[src/rtl/word_ser_pkg.sv]
// Shared definitions for the word serializer: default geometry and the
// IDLE/SEND state type used to give the remaining-byte counter a readable name.
package word_ser_pkg;

    localparam int BYTE_W_DEF    = 8;
    localparam int NUM_BYTES_DEF = 4;

    // The state is derived from the remaining-byte count, not stored separately.
    typedef enum logic {
        ST_IDLE = 1'b0,
        ST_SEND = 1'b1
    } state_t;

endpackage

[src/rtl/word_serializer.sv]
// Parallel-to-serial byte transmitter: accepts one word per valid/ready
// handshake and streams it out MSB byte first, one byte per byte handshake.
// The last byte of a word can overlap the load of the next word, so a
// continuous producer and consumer see no bubble between words.
module word_serializer
    import word_ser_pkg::*;
#(
    parameter int BYTE_W    = BYTE_W_DEF,
    parameter int NUM_BYTES = NUM_BYTES_DEF   // must be at least 2
) (
    input  logic                        clk,
    input  logic                        reset,
    input  logic [BYTE_W*NUM_BYTES-1:0] word_in,
    input  logic                        word_valid,
    output logic                        word_ready,
    output logic [BYTE_W-1:0]           byte_out,
    output logic                        byte_valid,
    input  logic                        byte_ready,
    output logic                        byte_last,
    output logic                        busy
);

    localparam int WORD_W = BYTE_W * NUM_BYTES;
    localparam int CNT_W  = $clog2(NUM_BYTES + 1);

    localparam logic [CNT_W-1:0] REM_ZERO = '0;
    localparam logic [CNT_W-1:0] REM_ONE  = CNT_W'(1);
    localparam logic [CNT_W-1:0] REM_FULL = CNT_W'(NUM_BYTES);

    logic [WORD_W-1:0] sreg_q, sreg_d;
    logic [CNT_W-1:0]  rem_q,  rem_d;
    state_t            state;
    logic              word_hs;
    logic              byte_hs;

    // Name the counter's two regions: nothing pending versus a word in flight.
    always_comb begin
        state = (rem_q == REM_ZERO) ? ST_IDLE : ST_SEND;
    end

    // Outputs come straight from the registers; word_ready also looks at
    // byte_ready so the final byte and the next load share one edge.
    always_comb begin
        byte_out   = sreg_q[WORD_W-1 -: BYTE_W];
        byte_valid = (state == ST_SEND);
        byte_last  = (rem_q == REM_ONE);
        busy       = byte_valid;
        word_ready = !reset && ((state == ST_IDLE) || (byte_last && byte_ready));
        word_hs    = word_valid && word_ready;
        byte_hs    = byte_valid && byte_ready;
    end

    // Next shift-register and counter values; a load wins over a shift
    // because the only overlap is on the last byte, which is being dropped.
    always_comb begin
        sreg_d = sreg_q;
        rem_d  = rem_q;
        if (word_hs) begin
            sreg_d = word_in;
            rem_d  = REM_FULL;
        end else if (byte_hs) begin
            sreg_d = sreg_q << BYTE_W;   // zero fill leaves byte_out at 0 when idle
            rem_d  = rem_q - REM_ONE;
        end
    end

    // State registers; reset discards any partially sent word immediately.
    always_ff @(posedge clk or posedge reset) begin
        if (reset) begin
            sreg_q <= '0;
            rem_q  <= REM_ZERO;
        end else begin
            sreg_q <= sreg_d;
            rem_q  <= rem_d;
        end
    end

endmodule

[config.mk]
export PLATFORM = sky130hd
export DESIGN_NAME = word_serializer
export DESIGN_NICKNAME = d
export VERILOG_FILES = /design/src/rtl/word_ser_pkg.sv /design/src/rtl/word_serializer.sv
export SDC_FILE = /design/constraint.sdc
export NUM_CORES = 1
export LEC_CHECK = 0
export ABC_AREA = 1
export CELL_PAD_IN_SITES_DETAIL_PLACEMENT = 0
export CELL_PAD_IN_SITES_GLOBAL_PLACEMENT = 1
export CORE_ASPECT_RATIO = 2
export CORE_UTILIZATION = 35
export DETAILED_ROUTE_END_ITERATION = 12
export PLACE_DENSITY = 0.85
export SLEW_MARGIN = 30
export SYNTH_ARGS = -nofsm -noshare
export SYNTH_HDL_FRONTEND = slang
export SYNTH_SLANG_ARGS = --single-unit
export TNS_END_PERCENT = 1
[constraint.sdc]
create_clock -name clk -period 2.6 [get_ports clk]
set_input_delay 0.52 -clock clk [delete_from_list [all_inputs] [get_ports clk]]
set_output_delay 0.52 -clock clk [all_outputs]
set_load 0.1 [all_outputs]
==> impl_metrics.json, run 1 <==
{
  "grt_max_degree": 61,
  "avgViaCountPerCell": 4.859,
  "drv_slew": 0,
  "end_kind": "output port",
  "utilization": 0.4644,
  "fin_setup_tns_ns": 0,
  "start_util": 0.3607,
  "worst_ep_required_time_ns": 2.08,
  "synth_area_leaders": "dfrtp_1 (43%), nand2_1 (20%), nand3_1 (11%)",
  "synth_ff_type": "dfrtp_1",
  "synth.largest_area_cell": "dfrtp_1",
  "dr.pass1.iters": 4,
  "finalSetupViolations": 0,
  "power_density_nw_per_um2": 1158,
  "drc": 0,
  "grt_usage": 0.1565,
  "grt_overflow": 0,
  "vias": 1827,
  "hp-class": "flip-flop to flip-flop",
  "critPathMaxStageDelay_ns": 0.50,
  "drtAntennaViolNets": 0,
  "fill_cells": 588,
  "die-area_um2": 6162,
  "worstMarginPinSlew_ns": 0.3332,
  "post_cts_resized": 0,
  "cts_tree": "built",
  "grt_antenna_before_repair": 0,
  "dpl.hpwl_um": 2911,
  "synthToLayoutAreaGrowth_pct": 28.74,
  "cp_data_arrival_time_ns": 1.64,
  "synth_most_common_cell": "nand2_1",
  "nNetsFinal": 353,
  "cp-start-kind": "primary input",
  "p_leak_nw": 1.458,
  "synth_cells": 282,
  "io_pins": 48,
  "hold_violations": 0,
  "worst-path-max-fanout": 2,
  "path_clk_slew_ns": 0.05,
  "synth_top_area_share": 0.4289,
  "clockBufferDepth": 2,
  "crit_path_cell_trace": "clkdlybuf4s50_1, nand3_2, a21oi_2, buf_12",
  "yosysWarnings": 0,
  "htreeDepth": 2,
  "rsz0062_at_grt": "false",
  "fin_worst_skew_ns": 0.001848,
  "grt_pass1_vias": 1744,
  "die_width_um": 56.01,
  "drive_above_1_share": 0.1111,
  "status": "completed",
  "synth.cells.most_frequent": "nand2_1 (109), nand3_1 (44), dfrtp_1 (35), inv_1 (27), nand4_1 (24)",
  "die_h_um": 110.0,
  "wl_per_cell_um": 11.89,
  "syn_area_per_cell_um2": 7.241,
  "rows": 39,
  "antenna_cells": 0,
  "portBuffers": 47,
  "ys_ff_latch": 35,
  "first_iter_violations": 50,
  "root_buffer": "clkbuf_16",
  "cts_buffers": 5,
  "core_area_um2": 5660,
  "synth_edf_count": 0,
  "path_class": "primary input to output port",
  "fin_crit_sh": 0.8307,
  "postCtsSetupBuffers": 0,
  "slowest_stage": "clkdlybuf4s50_1",
  "wirelength_um": 4469,
  "max-cap-violations": 0,
  "numClockSinks": 35,
  "grt_pass1_wl_um": 7734,
  "syn_area_um2": 2042,
  "peakVddDrop_mv": 0.6395,
  "finalCriticalPeriod_ns": 2.160,
  "synth_cell_type_count": 18,
  "synth_nets": 321,
  "clkLatencyLatePin_ns": 0.27,
  "ys_seq_area_frac": 0.4289,
  "relSlewSlack": 0.7779,
  "async_flop_share": 1.000,
  "holdBufCountCts": 0,
  "gp_congestion": 0.7275,
  "max_freq_ghz": 0.4630
}
[metrics by stage]
| stage | instances | hold WS, ns | instance area [µm²] | setup slack (ns) | total power [mW] |
|---|---|---|---|---|---|
| after global routing | 376 | 0.5212 | 2629 | 0.4061 | 3.249 |
| after global placement | 368 | 0.4820 | 2472 | 0.4160 | 2.422 |
| final | 376 | 0.4958 | 2629 | 0.4402 | 3.044 |
| after floorplan | 282 | 0.4690 | 2042 | 0.1235 | 2.175 |
| after detailed placement | 368 | 0.4883 | 2472 | 0.4222 | 2.450 |
| after CTS | 376 | 0.5004 | 2629 | 0.4110 | 3.084 |
[where the power goes]
group	total, mW	internal, mW	switching, mW
clock network	0.620	0.408	0.212
registers	0.855	0.745	0.110
logic	1.57	0.419	1.15
[registers in the layout, summed over array words and instances (netlist names)]
name,count
rem_q,3
sreg_q,32
[path summary, 6_finish.rpt]
check,from,endpoint,slack (ns),depth (start not counted)
max,byte_ready,word_ready,0.44,4
min,sreg_q[1],sreg_q[1],0.50,2
max reg2reg,rem_q[0],sreg_q[28],0.87,9
min reg2reg,sreg_q[1],sreg_q[1],0.50,2
max in group asynchronous,reset,sreg_q[29],1.68,3
min in group asynchronous,reset,sreg_q[25],0.67,3
[cell type report]
cell class                      instances  area, µm²  share of cell area
Inverter                               31      118.9             0.04522
Tap cell                               61      76.32             0.02903
Timing Repair Buffer                   53      523.0              0.1990
Sequential cell                        35      875.8              0.3332
Multi-Input combinational cell        188      878.3              0.3341
Clock buffer                            8      156.4             0.05950
[cells in the final DEF, fill, tap and decap left out, types with 2 or more instances in the layout]
cell / instances
nand2_1: 109
ha_1: 3
buf_12: 3
clkbuf_16: 5
nand3_2: 2
inv_1: 27
clkbuf_8: 2
nand2_2: 2
nand3_1: 44
nand4_1: 24
dfrtp_1: 35
buf_4: 15
clkdlybuf4s50_1: 35
inv_2: 3
[critical path, delay by kind of cell]
kind,cells,cell delay (ns)
buf+inv,2,0.72
simple gates,1,0.11
compound gates,1,0.29
[per-layer routing]
layer | share of wire | vias to the layer above | routed length, µm | global-route usage
li1 | - | 954 | - | -
met1 | 0.42 | 841 | 1873 | 0.1822
met2 | 0.54 | 30 | 2435 | 0.2823
met3 | 0.027 | 2 | 119 | 0.02684
met4 | 0.0090 | 0 | 40 | 0.06272
met5 | 0 | - | 0 | 0
[cell families (layout without fill, tap and decap cells)]
| family | Yosys count | count (layout) | share of synthesized area |
|---|---|---|---|
| AOI/OAI and AO/OA | 2 | 2 | 0.006739 |
| adders and majority gates | 3 | 3 | 0.01838 |
| buffers and inverters | 59 | 92 | 0.1409 |
| DFF | 35 | 35 | 0.4289 |
| and+or+nand+nor | 183 | 183 | 0.4050 |
No activity file was read; power rests on OpenSTA's default activity.
==> inputs of run 2 (changes only) <==
--- a/config.mk
+++ b/config.mk
@@ -9,9 +9,9 @@
 export CELL_PAD_IN_SITES_DETAIL_PLACEMENT = 0
 export CELL_PAD_IN_SITES_GLOBAL_PLACEMENT = 1
 export CORE_ASPECT_RATIO = 2
-export CORE_UTILIZATION = 35
+export CORE_UTILIZATION = 32
 export DETAILED_ROUTE_END_ITERATION = 12
-export PLACE_DENSITY = 0.85
+export PLACE_DENSITY = 0.82
 export SLEW_MARGIN = 30
 export SYNTH_ARGS = -nofsm -noshare
 export SYNTH_HDL_FRONTEND = slang
==> constraint.sdc (replaced) <==
create_clock -name clk -period 1.73 [get_ports clk]
set_input_delay 0.346 -clock clk [delete_from_list [all_inputs] [get_ports clk]]
set_output_delay 0.346 -clock clk [all_outputs]
set_load 0.1 [all_outputs]
==> run 2 against run 1 <==
Against the previous run: the run now ends with setup timing left; die area increased by 9.1%; cell area increased by 11%; combinational power increased by 85%; core utilization increased by 1.9 points; sequential share of layout area decreased by 3.3 points; via count increased by 3.2%; total power increased by 69%; cell count increased by 8.5%; critical path type is now flip-flop to output port.
==> impl_metrics.json, run 2 (synthesized netlist as in run 1, its figures left out) <==
{
  "grt_antenna_before_repair": 0,
  "final_common_cell": "nand2_1",
  "clockBufferDepth": 2,
  "core_area_um2": 6056,
  "nNetsFinal": 363,
  "fin_cells": 408,
  "cts_buffers": 5,
  "die_h_um": 115.0,
  "grt_pass1_vias": 1910,
  "multi_input_area_um2": 920.9,
  "gp_congestion": 0.7342,
  "grt_overflow": 0,
  "regMostFlops": "sreg_q",
  "slowest_stage": "dfrtp_2",
  "drv_slew": 0,
  "fin_area_um2": 2927,
  "final_cell_mix": "nand2_1 (109), nand3_1 (44), clkdlybuf4s50_1 (35)",
  "avgViaCountPerCell": 4.623,
  "drtAntennaViolNets": 0,
  "grt_max_degree": 60,
  "start_util": 0.3372,
  "fill_cells": 594,
  "wirelength_um": 4855,
  "fin_worst_skew_ns": 0.002237,
  "grt_busiest_layer": "met2",
  "dr.pass1.iters": 4,
  "crit_family": "flip-flops",
  "wl_per_cell_um": 11.90,
  "rsz0062_at_grt": "true",
  "drive_above_1_share": 0.1574,
  "worst-path-max-fanout": 3,
  "hold_start": "sreg_q[3]",
  "dpl.hpwl_um": 3282,
  "clkLatencyLatePin_ns": 0.28,
  "htreeDepth": 2,
  "die_width_um": 58.49,
  "power_density_nw_per_um2": 1756,
  "whs_ns": 0.4974,
  "setup_ws_ns": -0.02312,
  "grt_pass1_wl_um": 8459,
  "worstMarginPinSlew_ns": 0.2879,
  "hold_violations": 0,
  "hp-class": "flip-flop to flip-flop",
  "grt_use_met1": 0.1761,
  "critPathMaxStageDelay_ns": 0.43,
  "crit_buf_inv": 2,
  "holdBufCountCts": 0,
  "rows": 40,
  "finalSetupViolations": 1,
  "worstSetupStartpoint": "rem_q[0]",
  "path_clk_slew_ns": 0.05,
  "cp-start-kind": "flip-flop",
  "path_class": "flip-flop to output port",
  "p_leak_nw": 1.556,
  "worst_ep_required_time_ns": 1.38,
  "cts_tree": "built",
  "portBuffers": 47,
  "finalCriticalPeriod_ns": 1.753,
  "die-area_um2": 6724,
  "crit_path_cell_trace": "inv_2, ha_4, nand2_4, a21oi_4, buf_12",
  "fin_crit_sh": 1.013,
  "regArea_um2": 877.1,
  "antenna_cells": 0,
  "grt_usage": 0.1626,
  "max_freq_ghz": 0.5704,
  "placed_cells": 397,
  "numClockSinks": 35,
  "violations": "setup timing",
  "grt.met2_usage": 0.3011,
  "grt_use_met3": 0.03037,
  "dpl_cell_area_um2": 2706,
  "largest_reg_flops": 32,
  "reg_top3": "sreg_q (32), rem_q (3)",
  "relSlewSlack": 0.8081,
  "end_kind": "output port",
  "status": "finished, violations left",
  "drc": 0,
  "r2r-start": "rem_q[0]",
  "synthToLayoutAreaGrowth_pct": 43.32,
  "cp_data_arrival_time_ns": 1.41,
  "root_buffer": "clkbuf_16",
  "vias": 1886,
  "fin_setup_tns_ns": -0.02312,
  "post-place-ws_ns": -0.01762,
  "io_pins": 48,
  "peakVddDrop_mv": 0.7257,
  "first_iter_violations": 59,
  "r2r_setup_slack_ns": 0.16,
  "max-cap-violations": 0
}
-- run 2: worst reg2reg max path: stages (launching register included) --
cell     delay (ns)
dfrtp_2        0.40
inv_2          0.07
ha_4           0.16
nand2_4        0.07
buf_4          0.17
nand2_2        0.09
inv_4          0.23
nand2_1        0.12
nand2_1        0.08
nand3_1        0.06
-- run 2: layer usage --
layer  share of wire  wire length, µm
met2            0.55             2646
met4           0.017               82
met1            0.40             1949
met3           0.036              175
met5               0                0
-- run 2: final cells by class --
class | instances | share of cell area
clock buffer | 6 | 0.04746
clock inverter | 1 | 0.001710
inverter | 31 | 0.04062
multi-input combinational | 188 | 0.3147
sequential | 35 | 0.2997
tap | 84 | 0.03591
timing repair buffer | 63 | 0.2599
-- run 2: where the power goes --
part	internal, mW	switching [mW]
logic	1.08	1.82
clock network	0.561	0.319
registers	1.12	0.228
total	2.77	2.37
-- run 2: worst paths after layout --
path                               to  depth (start not counted)
setup / recovery           word_ready                          5
min in group asynchronous  sreg_q[17]                          3
hold reg to reg             sreg_q[3]                          2
setup reg to reg             rem_q[2]                          9
max in group asynchronous    rem_q[0]                          3
hold / removal              sreg_q[3]                          2
-- run 2: repair_timing --
item,in CTS,in global routing
buffers inserted,2,2
pin swaps,2,1
hold endpoints to repair,0,0
endpoints found under the setup margin,1,6
gates resized for setup,6,2
-- run 2: per-stage QoR --
step,power [mW],utilization
global placement,4.064,0.4469
finish,5.140,0.4833
floorplan,3.285,-
detailed placement,4.116,0.4469
CTS,5.101,0.4769
global route,5.454,0.4833
==> inputs of run 3 (changes only) <==
--- a/config.mk
+++ b/config.mk
@@ -9,9 +9,11 @@
 export CELL_PAD_IN_SITES_DETAIL_PLACEMENT = 0
 export CELL_PAD_IN_SITES_GLOBAL_PLACEMENT = 1
 export CORE_ASPECT_RATIO = 2
+export CORE_MARGIN = 2
 export CORE_UTILIZATION = 32
 export DETAILED_ROUTE_END_ITERATION = 12
 export PLACE_DENSITY = 0.82
+export RECOVER_POWER = 25
 export SLEW_MARGIN = 30
 export SYNTH_ARGS = -nofsm -noshare
 export SYNTH_HDL_FRONTEND = slang
==> run 3 against run 2 <==
Against the previous run: worst hold slack got worse by 0.0028 ns; clock skew increased by 0.0012 ns; highest routed layer unchanged; sequential power about the same; register-to-register slack got worse by 0.05 ns; combinational power decreased by 1%; critical path type unchanged; total power decreased by 2.0%; core utilization decreased by 2.2 points; the run still ends with setup timing left; clock power decreased by 7.3%; first-iteration DRC count decreased by 5.1%; cell count increased by 0.74%; die area increased by 5.2%.
==> impl_metrics.json, run 3 (synthesized netlist as in run 1, its figures left out) <==
{
  "regMostFlops": "sreg_q",
  "drtAntennaViolNets": 0,
  "worstMarginPinSlew_ns": 0.5191,
  "regToRegEndpoint": "sreg_q[19]",
  "seq_power_share": 0.267,
  "path_class": "flip-flop to output port",
  "clockPowerShare": 0.162,
  "comb_power_share": 0.571,
  "netSwitchingFraction": 0.4673,
  "finalSetupViolations": 1,
  "post-layout-total-power_mw": 5.035,
  "dr.pass1.iters": 4,
  "antenna_cells": 0,
  "die_width_um": 60.49,
  "fin_worst_skew_ns": 0.003480,
  "grt_overflow": 0,
  "fin_setup_tns_ns": -0.02843,
  "cts_tree": "built",
  "clockBufferDepth": 2,
  "numClockSinks": 35,
  "finalCriticalPeriod_ns": 1.758,
  "hold_path_end": "sreg_q[2]",
  "post-place-ws_ns": -0.02700,
  "wirelength_um": 4928,
  "violations": "setup timing",
  "hold_start": "sreg_q[2]",
  "avgViaCountPerCell": 4.633,
  "grt_pass1_wl_um": 8507,
  "path_clk_slew_ns": 0.05,
  "hp-class": "flip-flop to flip-flop",
  "setup_ws_ns": -0.02843,
  "clkLatencyLatePin_ns": 0.27,
  "reg2reg_depth": 10,
  "grt_antenna_before_repair": 0,
  "grt_max_degree": 44,
  "whs_ns": 0.4946,
  "cp_data_arrival_time_ns": 1.41,
  "portBuffers": 47,
  "grt_usage": 0.1572,
  "gp_congestion": 0.7659,
  "dpl_cell_area_um2": 2699,
  "hold_violations": 0,
  "p_int_mw": 2.682,
  "start_util": 0.3263,
  "peakVddDrop_mv": 0.9815,
  "power_density_nw_per_um2": 1744,
  "placed_cells": 401,
  "status": "finished, violations left",
  "fin_cells": 411,
  "utilization": 0.4612,
  "worst-path-max-fanout": 3,
  "dpl.hpwl_um": 3430,
  "fin_area_um2": 2887,
  "drv_slew": 0,
  "drive_above_1_share": 0.1538,
  "worst_ep_required_time_ns": 1.38,
  "rows": 41,
  "root_buffer": "clkbuf_16",
  "p_leak_nw": 1.541,
  "final_common_cell": "nand2_1",
  "largest_reg_flops": 32,
  "die-area_um2": 7075,
  "fin_crit_sh": 1.016,
  "die_h_um": 117.0,
  "synthToLayoutAreaGrowth_pct": 41.36,
  "holdPathStages": 2,
  "rsz0062_at_grt": "true",
  "io_pins": 48,
  "cts_buffers": 5,
  "r2r-start": "rem_q[0]",
  "fill_cells": 670,
  "first_iter_violations": 56,
  "final_cell_mix": "nand2_1 (109), nand3_1 (44), dfrtp_1 (35)",
  "cp-start-kind": "flip-flop",
  "end_kind": "output port",
  "grt_pass1_vias": 1899,
  "max_freq_ghz": 0.5687,
  "r2r_setup_slack_ns": 0.11,
  "switchingPower_mw": 2.353,
  "reg_top3": "sreg_q (32), rem_q (3)",
  "core_area_um2": 6259,
  "htreeDepth": 2,
  "relSlewSlack": 0.6539,
  "max-cap-violations": 0,
  "wl_per_cell_um": 11.99,
  "nNetsFinal": 365,
  "vias": 1904,
  "drc": 0
}
==> run 3: area by class of cell <==
class | count | area [µm²] | share of cell area
multi-input cells | 188 | 920.9 | 0.3190
repair buffers | 65 | 734.5 | 0.2544
clock buffers | 6 | 128.9 | 0.04465
flip-flops and latches | 35 | 875.8 | 0.3034
well taps | 86 | 107.6 | 0.03728
inverters | 31 | 118.9 | 0.04118
==> run 3: how the worst max path moves through the flow <==
stage,start,end,slack [ns],depth (start not counted)
after floorplan,rem_q[0],word_ready,-0.23,4
after global placement,byte_ready,word_ready,-0.03,4
after detailed placement,byte_ready,word_ready,-0.03,4
after CTS,rem_q[0],word_ready,-0.04,5
after global routing,rem_q[1],word_ready,-0.07,5
final,rem_q[0],word_ready,-0.03,5
==> run 3: power groups by stage <==
| stage | registers (mW) | logic [mW] | clock network, mW |
|---|---|---|---|
| after CTS | 1.35 | 2.87 | 0.834 |
| final | 1.35 | 2.87 | 0.816 |
| after floorplan | 1.25 | 2.03 | 0 |
| after global routing | 1.39 | 3.09 | 0.869 |
| after detailed placement | 1.35 | 2.77 | 0 |
| after global placement | 1.34 | 2.73 | 0 |
==> run 3: per-layer routing <==
metal | vias to the layer above | share of wire | GRT usage
met5 | - | 0 | 0
met4 | 0 | 0.027 | 0.07391
met3 | 11 | 0.042 | 0.02308
met2 | 62 | 0.53 | 0.2754
met1 | 855 | 0.41 | 0.1825
li1 | 976 | - | -
==> run 3: timing repair <==
item	in CTS	in global routing
buffers inserted	3	1
endpoints found under the setup margin	1	4
hold buffers	0	0
gates resized for setup	7	1
pin swaps	2	1
==> run 3: worst max-delay path, cell delays in order, from the launching register on <==
cell and delay [ns]:
dfrtp_1 0.43, inv_2 0.11, ha_4 0.14, nand2_4 0.05, a21oi_4 0.20, buf_12 0.20
